File: config.mk
export PLATFORM = sky130hd
export DESIGN_NAME = spi_master_sched
export DESIGN_NICKNAME = d
export VERILOG_FILES = /design/src/rtl/spi_master_sched.sv
export SDC_FILE = /design/constraint.sdc
export NUM_CORES = 1
export LEC_CHECK = 0
export ABC_AREA = 1
export CAP_MARGIN = 20
export CORE_UTILIZATION = 53
export CTS_CLUSTER_DIAMETER = 80
export DETAILED_ROUTE_END_ITERATION = 10
export GPL_TIMING_DRIVEN = 1
export PLACE_DENSITY = 0.93
export SYNTH_ARGS = -nofsm -noshare
export SYNTH_HDL_FRONTEND = slang
export SYNTH_SLANG_ARGS = --single-unit
File: constraint.sdc
create_clock -name clk -period 5.95 [get_ports clk]
set_clock_uncertainty 0.2 [all_clocks]
set_input_delay 1.19 -clock clk [delete_from_list [all_inputs] [get_ports clk]]
set_output_delay 1.19 -clock clk [all_outputs]
set_load 0.01 [all_outputs]
File: src/rtl/spi_master_sched.sv
// spi_master_sched: round-robin SPI master (mode 0) shared by NUM_REQ requesters.
// Moves one DATA_WIDTH-bit word per transaction, MSB first. Each requester has
// its own active-low chip select. SCK half-period is CLK_DIV clk cycles.
//
// Handshake: a requester holds req[i] (level) with its word on its req_data
// slice. req is looked at only in IDLE, so there is no back-pressure path.
// grant[i] pulses for one cycle on the edge that captures the word. done[i]
// pulses for one cycle on the edge where rx_data takes the received word.
// rx_data then holds that word until the next done.
module spi_master_sched #(
  parameter int NUM_REQ    = 4,
  parameter int DATA_WIDTH = 8,
  parameter int CLK_DIV    = 4
) (
  input  logic                          clk,
  input  logic                          reset,
  input  logic [NUM_REQ-1:0]            req,
  input  logic [NUM_REQ*DATA_WIDTH-1:0] req_data,
  output logic [NUM_REQ-1:0]            grant,
  output logic [NUM_REQ-1:0]            done,
  output logic [DATA_WIDTH-1:0]         rx_data,
  output logic                          busy,
  output logic                          SCK,
  output logic                          MOSI,
  input  logic                          MISO,
  output logic [NUM_REQ-1:0]            CS_n
);

  localparam int CW   = $clog2(DATA_WIDTH);
  localparam int DIVW = $clog2(CLK_DIV + 1);
  localparam int PW   = $clog2(NUM_REQ);

  // r_state is the FSM state. Checkers and debug probes can reach it hierarchically.
  typedef enum logic [2:0] {S_IDLE, S_SETUP, S_HIGH, S_LOW, S_GAP} state_t;

  state_t                  r_state, w_state;
  logic [DIVW-1:0]         r_div, w_div;
  logic [CW-1:0]           r_bitcnt, w_bitcnt;
  logic [DATA_WIDTH-1:0]   r_tx, w_tx;
  logic [DATA_WIDTH-1:0]   r_rx, w_rx;
  logic [PW-1:0]           r_last, w_last;
  logic [NUM_REQ-1:0]      r_grant, w_grant;
  logic [NUM_REQ-1:0]      r_done, w_done;
  logic [DATA_WIDTH-1:0]   r_rx_data, w_rx_data;
  logic                    r_busy, w_busy;
  logic                    r_sck, w_sck;
  logic                    r_mosi, w_mosi;
  logic [NUM_REQ-1:0]      r_cs_n, w_cs_n;

  logic                    w_tick;
  logic                    w_found;
  logic [PW-1:0]           w_winner;
  logic [PW-1:0]           w_idx;
  logic [DATA_WIDTH-1:0]   w_word;
  logic [DATA_WIDTH-1:0]   w_words [NUM_REQ];

  // Split the packed TX bus into one word per requester.
  for (genvar gi = 0; gi < NUM_REQ; gi++) begin : g_unpack
    assign w_words[gi] = req_data[gi*DATA_WIDTH +: DATA_WIDTH];
  end

  assign w_tick = (r_div == DIVW'(CLK_DIV - 1));
  assign w_word = w_words[w_winner];

  // Round-robin search starts just after the last winner. The first requester set wins.
  always_comb begin
    w_found  = 1'b0;
    w_winner = '0;
    w_idx    = '0;
    for (int i = 1; i <= NUM_REQ; i++) begin
      w_idx = PW'((int'(r_last) + i) % NUM_REQ);
      if (!w_found && req[w_idx]) begin
        w_found  = 1'b1;
        w_winner = w_idx;
      end
    end
  end

  // Next-state logic and next values for every registered output.
  always_comb begin
    w_state   = r_state;
    w_div     = r_div + DIVW'(1);
    w_bitcnt  = r_bitcnt;
    w_tx      = r_tx;
    w_rx      = r_rx;
    w_last    = r_last;
    w_grant   = '0;
    w_done    = '0;
    w_rx_data = r_rx_data;
    w_sck     = r_sck;
    w_mosi    = r_mosi;
    w_cs_n    = r_cs_n;
    unique case (r_state)
      S_IDLE: begin
        w_div = '0;
        if (w_found) begin
          w_tx              = w_word;
          w_last            = w_winner;
          w_grant[w_winner] = 1'b1;
          w_cs_n            = ~(NUM_REQ'(1) << w_winner);
          w_mosi            = w_word[DATA_WIDTH-1];
          w_bitcnt          = CW'(DATA_WIDTH - 1);
          w_state           = S_SETUP;
        end
      end
      S_SETUP, S_LOW: begin
        // SCK rising edge: the RX register samples MISO here.
        if (w_tick) begin
          w_div   = '0;
          w_sck   = 1'b1;
          w_rx    = {r_rx[DATA_WIDTH-2:0], MISO};
          w_state = S_HIGH;
        end
      end
      S_HIGH: begin
        if (w_tick) begin
          w_div = '0;
          w_sck = 1'b0;
          if (r_bitcnt != '0) begin
            w_bitcnt = r_bitcnt - CW'(1);
            w_tx     = r_tx << 1;
            w_mosi   = r_tx[DATA_WIDTH-2];
            w_state  = S_LOW;
          end else begin
            w_cs_n         = '1;
            w_mosi         = 1'b0;
            w_rx_data      = r_rx;
            w_done[r_last] = 1'b1;
            w_state        = S_GAP;
          end
        end
      end
      S_GAP: begin
        // CS stays high for one full half-period before the next arbitration.
        if (w_tick) begin
          w_div   = '0;
          w_state = S_IDLE;
        end
      end
      default: begin
        w_div   = '0;
        w_state = S_IDLE;
      end
    endcase
    w_busy = (w_state != S_IDLE);
  end

  // State and output registers. Reset puts every output back to idle, which aborts any transfer in flight.
  always_ff @(posedge clk) begin
    if (reset) begin
      r_state   <= S_IDLE;
      r_div     <= '0;
      r_bitcnt  <= '0;
      r_tx      <= '0;
      r_rx      <= '0;
      r_last    <= PW'(NUM_REQ - 1);
      r_grant   <= '0;
      r_done    <= '0;
      r_rx_data <= '0;
      r_busy    <= 1'b0;
      r_sck     <= 1'b0;
      r_mosi    <= 1'b0;
      r_cs_n    <= '1;
    end else begin
      r_state   <= w_state;
      r_div     <= w_div;
      r_bitcnt  <= w_bitcnt;
      r_tx      <= w_tx;
      r_rx      <= w_rx;
      r_last    <= w_last;
      r_grant   <= w_grant;
      r_done    <= w_done;
      r_rx_data <= w_rx_data;
      r_busy    <= w_busy;
      r_sck     <= w_sck;
      r_mosi    <= w_mosi;
      r_cs_n    <= w_cs_n;
    end
  end

  assign grant   = r_grant;
  assign done    = r_done;
  assign rx_data = r_rx_data;
  assign busy    = r_busy;
  assign SCK     = r_sck;
  assign MOSI    = r_mosi;
  assign CS_n    = r_cs_n;

endmodule
# == Yosys cells after proc, flatten, opt, wreduce, memory -nomap -nowiden ==
# Index checks and enable logic that the tools add are counted.
# word_totals
register_bits,49
input_bits,39
output_inout_bits,23
word_cells,120
# classes
add_sub_neg,6
n_lt_le_gt_ge,9
n_eq_ne,10
n_shift,1
n_mux,48
bitwise_logic,8
n_reduce_logical,25
# ops
cell,count
2-to-1 mux 3 bit,8
2-to-1 mux 7 bit,3
"< comparator 2 x 3 -> 1 bit, second input constant",6
binary-select mux 8 bit (select 2 bit),1
2-to-1 mux 8 bit,2
2-to-1 mux 1 bit,15
one-hot mux 7 bit (2 select lines),1
2-to-1 mux 4 bit,3
one-hot mux 3 bit (4 select lines),1
"inequality test 2 bit, second input constant",5
"== test 3 x 2 -> 1 bit, second input constant",3
AND reduction 3 bit,3
binary-select mux 1 bit (select 2 bit),4
2-to-1 mux 2 bit,4
one-hot mux 4 bit (2 select lines),1
AND reduction 4 bit,2
OR reduction 4 bit,2
inverter 1 bit,6
one-hot mux 3 bit (2 select lines),1
nonzero test 3 bit,2
OR reduction 3 bit,2
logical AND 1 bit,5
"adder 2 x 1 -> 2 bit, second input constant",2
"adder 2 bit, second input constant",2
16 further kinds,23

# == Logic depth before layout (Yosys ltp) ==
# Gate-level depths: netlist (run 1).
# logic_depth
ltp_word,19
ltp_mapped,19

# == Worst setup path after synthesis (run 1) ==
# Ideal clock, no wire load.
# synth_path
path_type,in2reg
start,in req[0]
end,reg r_tx[2]
setup_ns,0.131
arrival_time_ns,2.311
setup_slack_ns,3.309
stages,17
n_path_buf,1
path_cell_list,nand2_1 nand2_1 nand2_1 nand2_2 inv_4 nand3_1 nor2_1 inv_1 nand2_2 inv_2 buf_6 nand2_4 nor2_1 nor2_1 nand2_1 nand2_1 a21oi_2
# synth_via
elab_chain_cells,18
word_cells_on_any_way,30
cone_classes,1 x eq/ne; 21 x mux; 1 x bitwise; 7 x reduce/logical
# synth_rtl
item,line,source
from (decl),17,"input logic [NUM_REQ-1:0] req,"
binary-select mux 1 bit (select 2 bit),72,if (!w_found && req[w_idx]) begin
2-to-1 mux 1 bit (not written as such),72,
2-to-1 mux 1 bit,72,
logical NOT 1 bit,72,
logical AND 1 bit,72,
2-to-1 mux 1 bit,72,
logical NOT 1 bit,72,
logical AND 1 bit,72,
2-to-1 mux 1 bit,72,
logical NOT 1 bit,72,
logical AND 1 bit,72,
2-to-1 mux 2 bit,72,
inverter 2 -> 3 bit (not written as such),63,assign w_word = w_words[w_winner];
binary-select mux 8 bit (select 2 bit),63,
2-to-1 mux 8 bit (not written as such) (2 in series),63,
2-to-1 mux 7 bit,96,if (w_found) begin
one-hot mux 7 bit (2 select lines),93,unique case (r_state)
to (signal assigned),168,r_tx <= w_tx;
to (decl),39,"logic [DATA_WIDTH-1:0] r_tx, w_tx;"
# Several ways; a longest one is shown, not always the timed one. The select of a mux whose other input is x is not followed.
# A chain may end at the register's enable or synchronous reset.

# == Worst setup path in the final report (run 1) ==
# layout_path
start,in req[2]
end,reg r_tx[2]
# Same word-level chain as after synthesis.

==> results.md, run 1 <==
* Status: complete, but fails checks
* Failing checks: design-rule violations
* First-pass GRT wire length at roughly 9800 um
* Die H at 70.6 um
* Setup_tns at 0 ns
* Final number of setup-violating endpoints at 0
* DP Wirelength at 4330 um
* Crit path kind: primary input to flip-flop
* Synth Net Count at 398
* Gp weighted congestion at 0.924
* Asr flop ratio synth at 0%
* Slowest-stage cell, CP: clkdlybuf4s50_1
* Core area at 4440 um2
* Fmax at 310 MHz
* Synthesized area at 2500 um2
* Layout cells sized above 1 at under 10%
* Post-CTS Setup Bufs at 0
* Ports at just over 60
* CTS tree: yes
* CP required at 5.98 ns
* Congestion Overflow GR at 0
* Root buf cell: clkbuf_8
* Register area share after synthesis at 39.3%
* Via count at approximately 2400
* Final worst-path cycle share at 54.2%
* Routed WL per cell at approximately 13 um
* Flops & latches, synth at a little under 50
* Area growth syn-to-layout at 29.2%
* Row cnt at 24
* Dpl ws at 2.43 ns
* Power after layout at 1.56 mW
* CTS H-tree lvls at 2
* Fin crit period at ~3.2 ns
* Max IR drop VDD at around 0.25 mV
* TritonCTS buffer count at 5
* Final slew viol count at 0
* Setup ws final at 2.73 ns
* Syn Inst Count at 351
* DRT antenna net count at 0
* Detailed Routing Iterations Pass 1 at 7
* Critical-path cell list: clkdlybuf4s50_1, inv_1, nand2_1, nand3_1, nand2_2, inv_4, nand3_1, nor2_1, inv_1, nand2_2, inv_2, nor2_2, nand2_1, nand2_1, inv_2, nand2_1, nand2_1, a21oi_2
* Die Span X at 70.6 um
* Worst-Skew Late Latency at 0.30 ns
* Vias per cell at 5.23
* Unrepaired setup endpoints after global routing: no
* YS warnings at 0
* Pleak at 1.42 nW
* Fin area at 3230 um2
* FF-to-FF setup slack at between 3 and 4 ns
* Top FF cell, synth: dfxtp_1
* Min-delay worst type: flip-flop to flip-flop
* Worst-case clock buffer depth at 2
* Commonest cells after routing, fill and taps aside: nand2_1 (69), clkdlybuf4s50_1 (61), dfxtp_1 (49), inv_1 (42), nor2_1 (41)
* Buf/Inv on CP at 6
* GRT Total Usage at about 25%
* Vias in the first global route at 2200
* Crit end category: flip-flop
* Worst-margin pin slew at 0.974 ns
* Netlist cell types at 35
* Number of port buffers at 61
* CTS Hold Bufs at 0
* Critical path's most frequent cell: nand2_1
* Commonest non-fill, non-tap cell in the layout: nand2_1
* Placed Instance Area at 3090 um2
* DRC at 16
* CP top delay family: simple AND/OR/NAND/NOR gates
* Diode count at 0
* Max transition margin at about a third
* Initial antenna violation count at 0
* Starting density of the core at between 50% and 60%
* Worst-path clk slew at 0.08 ns
* DIE AREA at about 5000 um2
* Routed WL at between 5000 and 6000 um
* Critical path arrival at 3.25 ns
* Final Hold Fails at 0
* Post-synth EDFFs at 0
* Nets at 454
* Crit start category: primary input
* # fillers at 350
* Max Cap Viol at 0
* Worst path max stage delay at 0.46 ns
* Post-cts gate resize count at 0
* Crit path max fanout at 12
* Largest net degree at the start of global routing at 26
* First-iteration detailed-routing DRC count at 182
* PD cells at between 400 and 500 nW/um2
* Syn Area/Cell at 7.11 um2
* Clock Sinks at 49
==> cell type report <==
type / count / area, um2 / share of cell area [%]
Timing Repair Buffer: 61 / 611 / 18.9
Tap cell: 52 / 65.1 / 2.02
Inverter: 50 / 195 / 6.05
Clock buffer: 5 / 68.8 / 2.13
Multi-Input combinational cell: 240 / 1240 / 38.4
Sequential cell: 49 / 981 / 30.4
Clock inverter: 3 / 65.1 / 2.02
==> routing by layer <==
metal | GRT usage [%] | wire [um] | up-vias
li1 | - | - | 1240
met1 | 29.9 | 2570 | 1067
met2 | 42.4 | 2670 | 86
met3 | 7.69 | 524 | 13
met4 | 8.22 | 120 | 0
met5 | 0 | 0 | -
==> cell families (layout without fill, tap and decap cells) <==
kind of cell             after synthesis  in the layout  synth area share, %
AND/OR/NAND/NOR                      161            161                 30.3
buffers and inverters                 62            119                 11.0
adder cells (fa/ha/maj)                8              8                 4.01
flip-flops                            49             49                 39.3
AO/OA/AOI/OAI                         71             71                 15.3
==> path summary, 6_finish.rpt <==
path,startpoint,to,cells after the start
setup / recovery,req[2],r_tx[2],18
hold / removal,r_div[0],r_div[0],1
setup reg to reg,r_last[0],r_tx[2],17
hold reg to reg,r_div[0],r_div[0],1
==> report_power, final <==
group / internal (mW) / switching, mW / leakage (nW)
combinational: 0.305 / 0.561 / 0.957
clock: 0.167 / 0.107 / 0.0681
sequential: 0.383 / 0.0397 / 0.400
total: 0.854 / 0.708 / 1.42
==> sequential cells by signal (all words and copies together) (netlist names) <==
register / flops
r_rx: 8
rx_data: 8
r_tx: 7
CS_n: 4
done: 4
grant: 4
r_bitcnt: 3
r_div: 3
r_state: 3
r_last: 2
MOSI: 1
SCK: 1
busy: 1
==> synth_stat cells (2+ instances only) <==
master | number | area, um2
nor2_1 | 41 | 154
o21ai_1 | 6 | 30.0
o21ai_0 | 22 | 110
nor2_2 | 2 | 12.5
inv_1 | 42 | 158
inv_2 | 5 | 18.8
nand3_1 | 26 | 130
a21oi_1 | 30 | 150
nand2_2 | 10 | 62.6
nand2_1 | 69 | 259
dfxtp_1 | 49 | 981
clkbuf_1 | 6 | 22.5
a31oi_1 | 2 | 12.5
buf_6 | 4 | 45.0
nand2_4 | 2 | 22.5
ha_1 | 8 | 100
o22ai_1 | 5 | 31.3
nand4_1 | 5 | 31.3
==> stage by stage <==
stage | utilization (%) | cells | hold slack, ns
after CTS | 72.6 | 460 | 0.241
after global routing | 72.6 | 460 | 0.263
after floorplan | - | 351 | 0.199
after global placement | 69.6 | 452 | 0.209
final | 72.6 | 460 | 0.239
after detailed placement | 69.6 | 452 | 0.229
No activity file was read; power rests on OpenSTA's default activity.
==> run 2: changes to the inputs <==
Settings changed: CORE_UTILIZATION 53 to 44, PLACE_DENSITY 0.93 to 0.83.
Clock period 5.95 ns to 2.8 ns, I/O delays scaled along.
==> results.md, run 2 (synthesis results as in run 1) <==
* Via count at 2383 (-0.96%)
* Max Cap Viol at 0 (unchanged)
* Combinational cell fraction of total power at 59.5% (+4.1 points)
* Clock power frac at 13.1% (-4.4 points)
* First-iteration detailed-routing DRC count at 161 (-12%)
* Final worst-path cycle share at 90.6%
* DRT antenna net count at 0 (unchanged)
* Switching power total at 1.51 mW (+110%)
* PD cells at 989 nW/um2 (+100%)
* Final number of setup-violating endpoints at 0 (unchanged)
* Core area at 5470 um2 (+23%)
* Pleak at 1.43 nW (+0.24%)
* Sw frac at 47.0% (+1.6 points)
* Nets at 460 (+1.3%)
* Commonest cells after routing, fill and taps aside: nand2_1 (69), clkdlybuf4s50_1 (61), dfxtp_1 (49), inv_1 (42), nor2_1 (41)
* Clock Sinks at 49 (unchanged)
* Die H at 77.3 um (+9.5%)
* Worst path max stage delay at 0.43 ns (-0.03 ns)
* DIE AREA at 5980 um2 (+20%)
* Congestion Overflow GR at 0 (unchanged)
* Ports at 62 (unchanged)
* Diode count at 0 (unchanged)
* Worst-Skew Late Latency at 0.30 ns (about the same)
* Hold Path Depth at 1 (unchanged)
* DRC at 0 (-16)
* Fin crit period at roughly 2.5 ns
* Crit start category: flip-flop
* Vias in the first global route at 2244 (+2.0%)
* Routed WL per cell at 12.2 um (-4.6%)
* Crit path kind: flip-flop to flip-flop
* Critical path arrival at 2.53 ns (-0.72 ns)
* Starting density of the core at 45.6% (-11 points)
* Post-cts gate resize count at 0 (unchanged)
* Crit path max fanout at 17 (+5)
* Gp weighted congestion at 0.886 (-4.1%)
* Area growth syn-to-layout at 30.3%
* Post-CTS Setup Bufs at 0 (unchanged)
* Critical path's most frequent cell: inv_1
* Routed WL at 5920 um (+0.63%)
* Fmax at 394 MHz
* Final slew viol count at 0 (unchanged)
* DP Wirelength at 4400 um (+1.6%)
* Largest net degree at the start of global routing at 26 (unchanged)
* CTS H-tree lvls at 2 (unchanged)
* Max IR drop VDD at 0.425 mV (+72%)
* Final Hold Fails at 0 (unchanged)
* TritonCTS buffer count at 5 (unchanged)
* Worst-margin pin slew at 0.635 ns (-0.339 ns)
* Number of port buffers at 61 (unchanged)
* Worst-case clock buffer depth at 2 (unchanged)
* GRT Total Usage at 20.5% (-4.3 points)
* Root buf cell: clkbuf_8
* Min-delay worst type: flip-flop to flip-flop
* Slowest-stage cell, CP: dfxtp_1
* Layout cells sized above 1 at 9.93% (+1.1 points)
* Critical-path cell list: inv_1, ha_1, inv_1, nand2_1, nand2_2, inv_4, nand4_1, o22ai_1, inv_1, nand2_2, nor2_1, o21ai_1, a21oi_1
* Fin area at 3250 um2 (+0.81%)
* Worst-path clk slew at 0.09 ns (about the same)
* Max transition margin at 57.6% (+23 points)
* Flop pwr share at 27.4% (+0.3 points)
* Detailed Routing Iterations Pass 1 at 4 (-3)
* Row cnt at 27 (+13%)
* Commonest non-fill, non-tap cell in the layout: nand2_1
* Die Span X at 77.3 um (+9.5%)
* Unrepaired setup endpoints after global routing: no
* Internal power at 1.71 mW (+100%)
* CP required at 2.79 ns (-3.19 ns)
* CTS Hold Bufs at 0 (unchanged)
* Vias per cell at 4.91 (-6.1%)
* Status: complete, no violations
* R2R cell count at 13 (-4)
* First-pass GRT wire length at 9900 um (+0.63%)
* Crit end category: flip-flop
* CTS tree: yes
* Setup_tns at 0 ns (unchanged)
* Initial antenna violation count at 0 (unchanged)
* Placed Instance Area at 3160 um2 (+2.3%)
* # fillers at 501 (+43%)
## run 2: changes by cell type in the layout (fill, tap and decap cells not counted)
cell / previous run / this run
clkinv_2: 1 / 0
clkinvlp_4: 0 / 1
clkbuf_8: 5 / 6
bufinv_16: 2 / 0
buf_4: 0 / 6
## run 2: layout make-up
cell class	count	area (um2)	area share, %
Clock inverter	1	7.51	0.231
Multi-Input combinational cell	240	1240	38.1
Timing Repair Buffer	67	656	20.2
Clock buffer	6	82.6	2.54
Sequential cell	49	981	30.2
Tap cell	72	90.1	2.77
Inverter	50	195	6.00
## run 2: metal layers
metal	GRT usage [%]	up-vias	wire [um]
met1	26.4	1033	2740
met5	0	-	0
li1	-	1248	-
met4	8.11	0	109
met3	4.88	14	439
met2	32.7	88	2630
## run 2: power groups by stage
stage                     Sequential, mW  Clock, mW  Combinational [mW]
after floorplan                    0.905          0                1.48
after global placement             0.896          0                1.88
after detailed placement           0.896          0                1.91
after CTS                          0.881      0.431                1.92
after global routing               0.895      0.460                2.15
final                              0.882      0.421                1.91
## run 2: through the flow
step	hold slack [ns]	power, mW	cells	utilization (%)	setup WS (ns)
final	0.225	3.22	485	59.4	0.262
after global routing	0.236	3.51	485	59.4	0.0144
after CTS	0.225	3.23	485	59.4	0.281
after detailed placement	0.211	2.80	478	57.8	0.0773
after global placement	0.208	2.77	478	57.8	0.154
after floorplan	0.199	2.39	351	-	0.510
## run 2: final timing paths
check | endpoint | slack, ns | startpoint
setup / recovery | r_tx[4] | 0.26 | r_last[1]
hold / removal | r_div[0] | 0.22 | r_div[0]
setup reg to reg | r_tx[4] | 0.26 | r_last[1]
hold reg to reg | r_div[0] | 0.22 | r_div[0]
## run 2: worst max-delay path, delay by kind of cell, from the launching register on
family,cells,cell delay (ns)
simple gates,5,0.65
compound gates,3,0.37
buf+inv,4,0.41
fa+ha+maj,1,0.36
flops,1,0.43
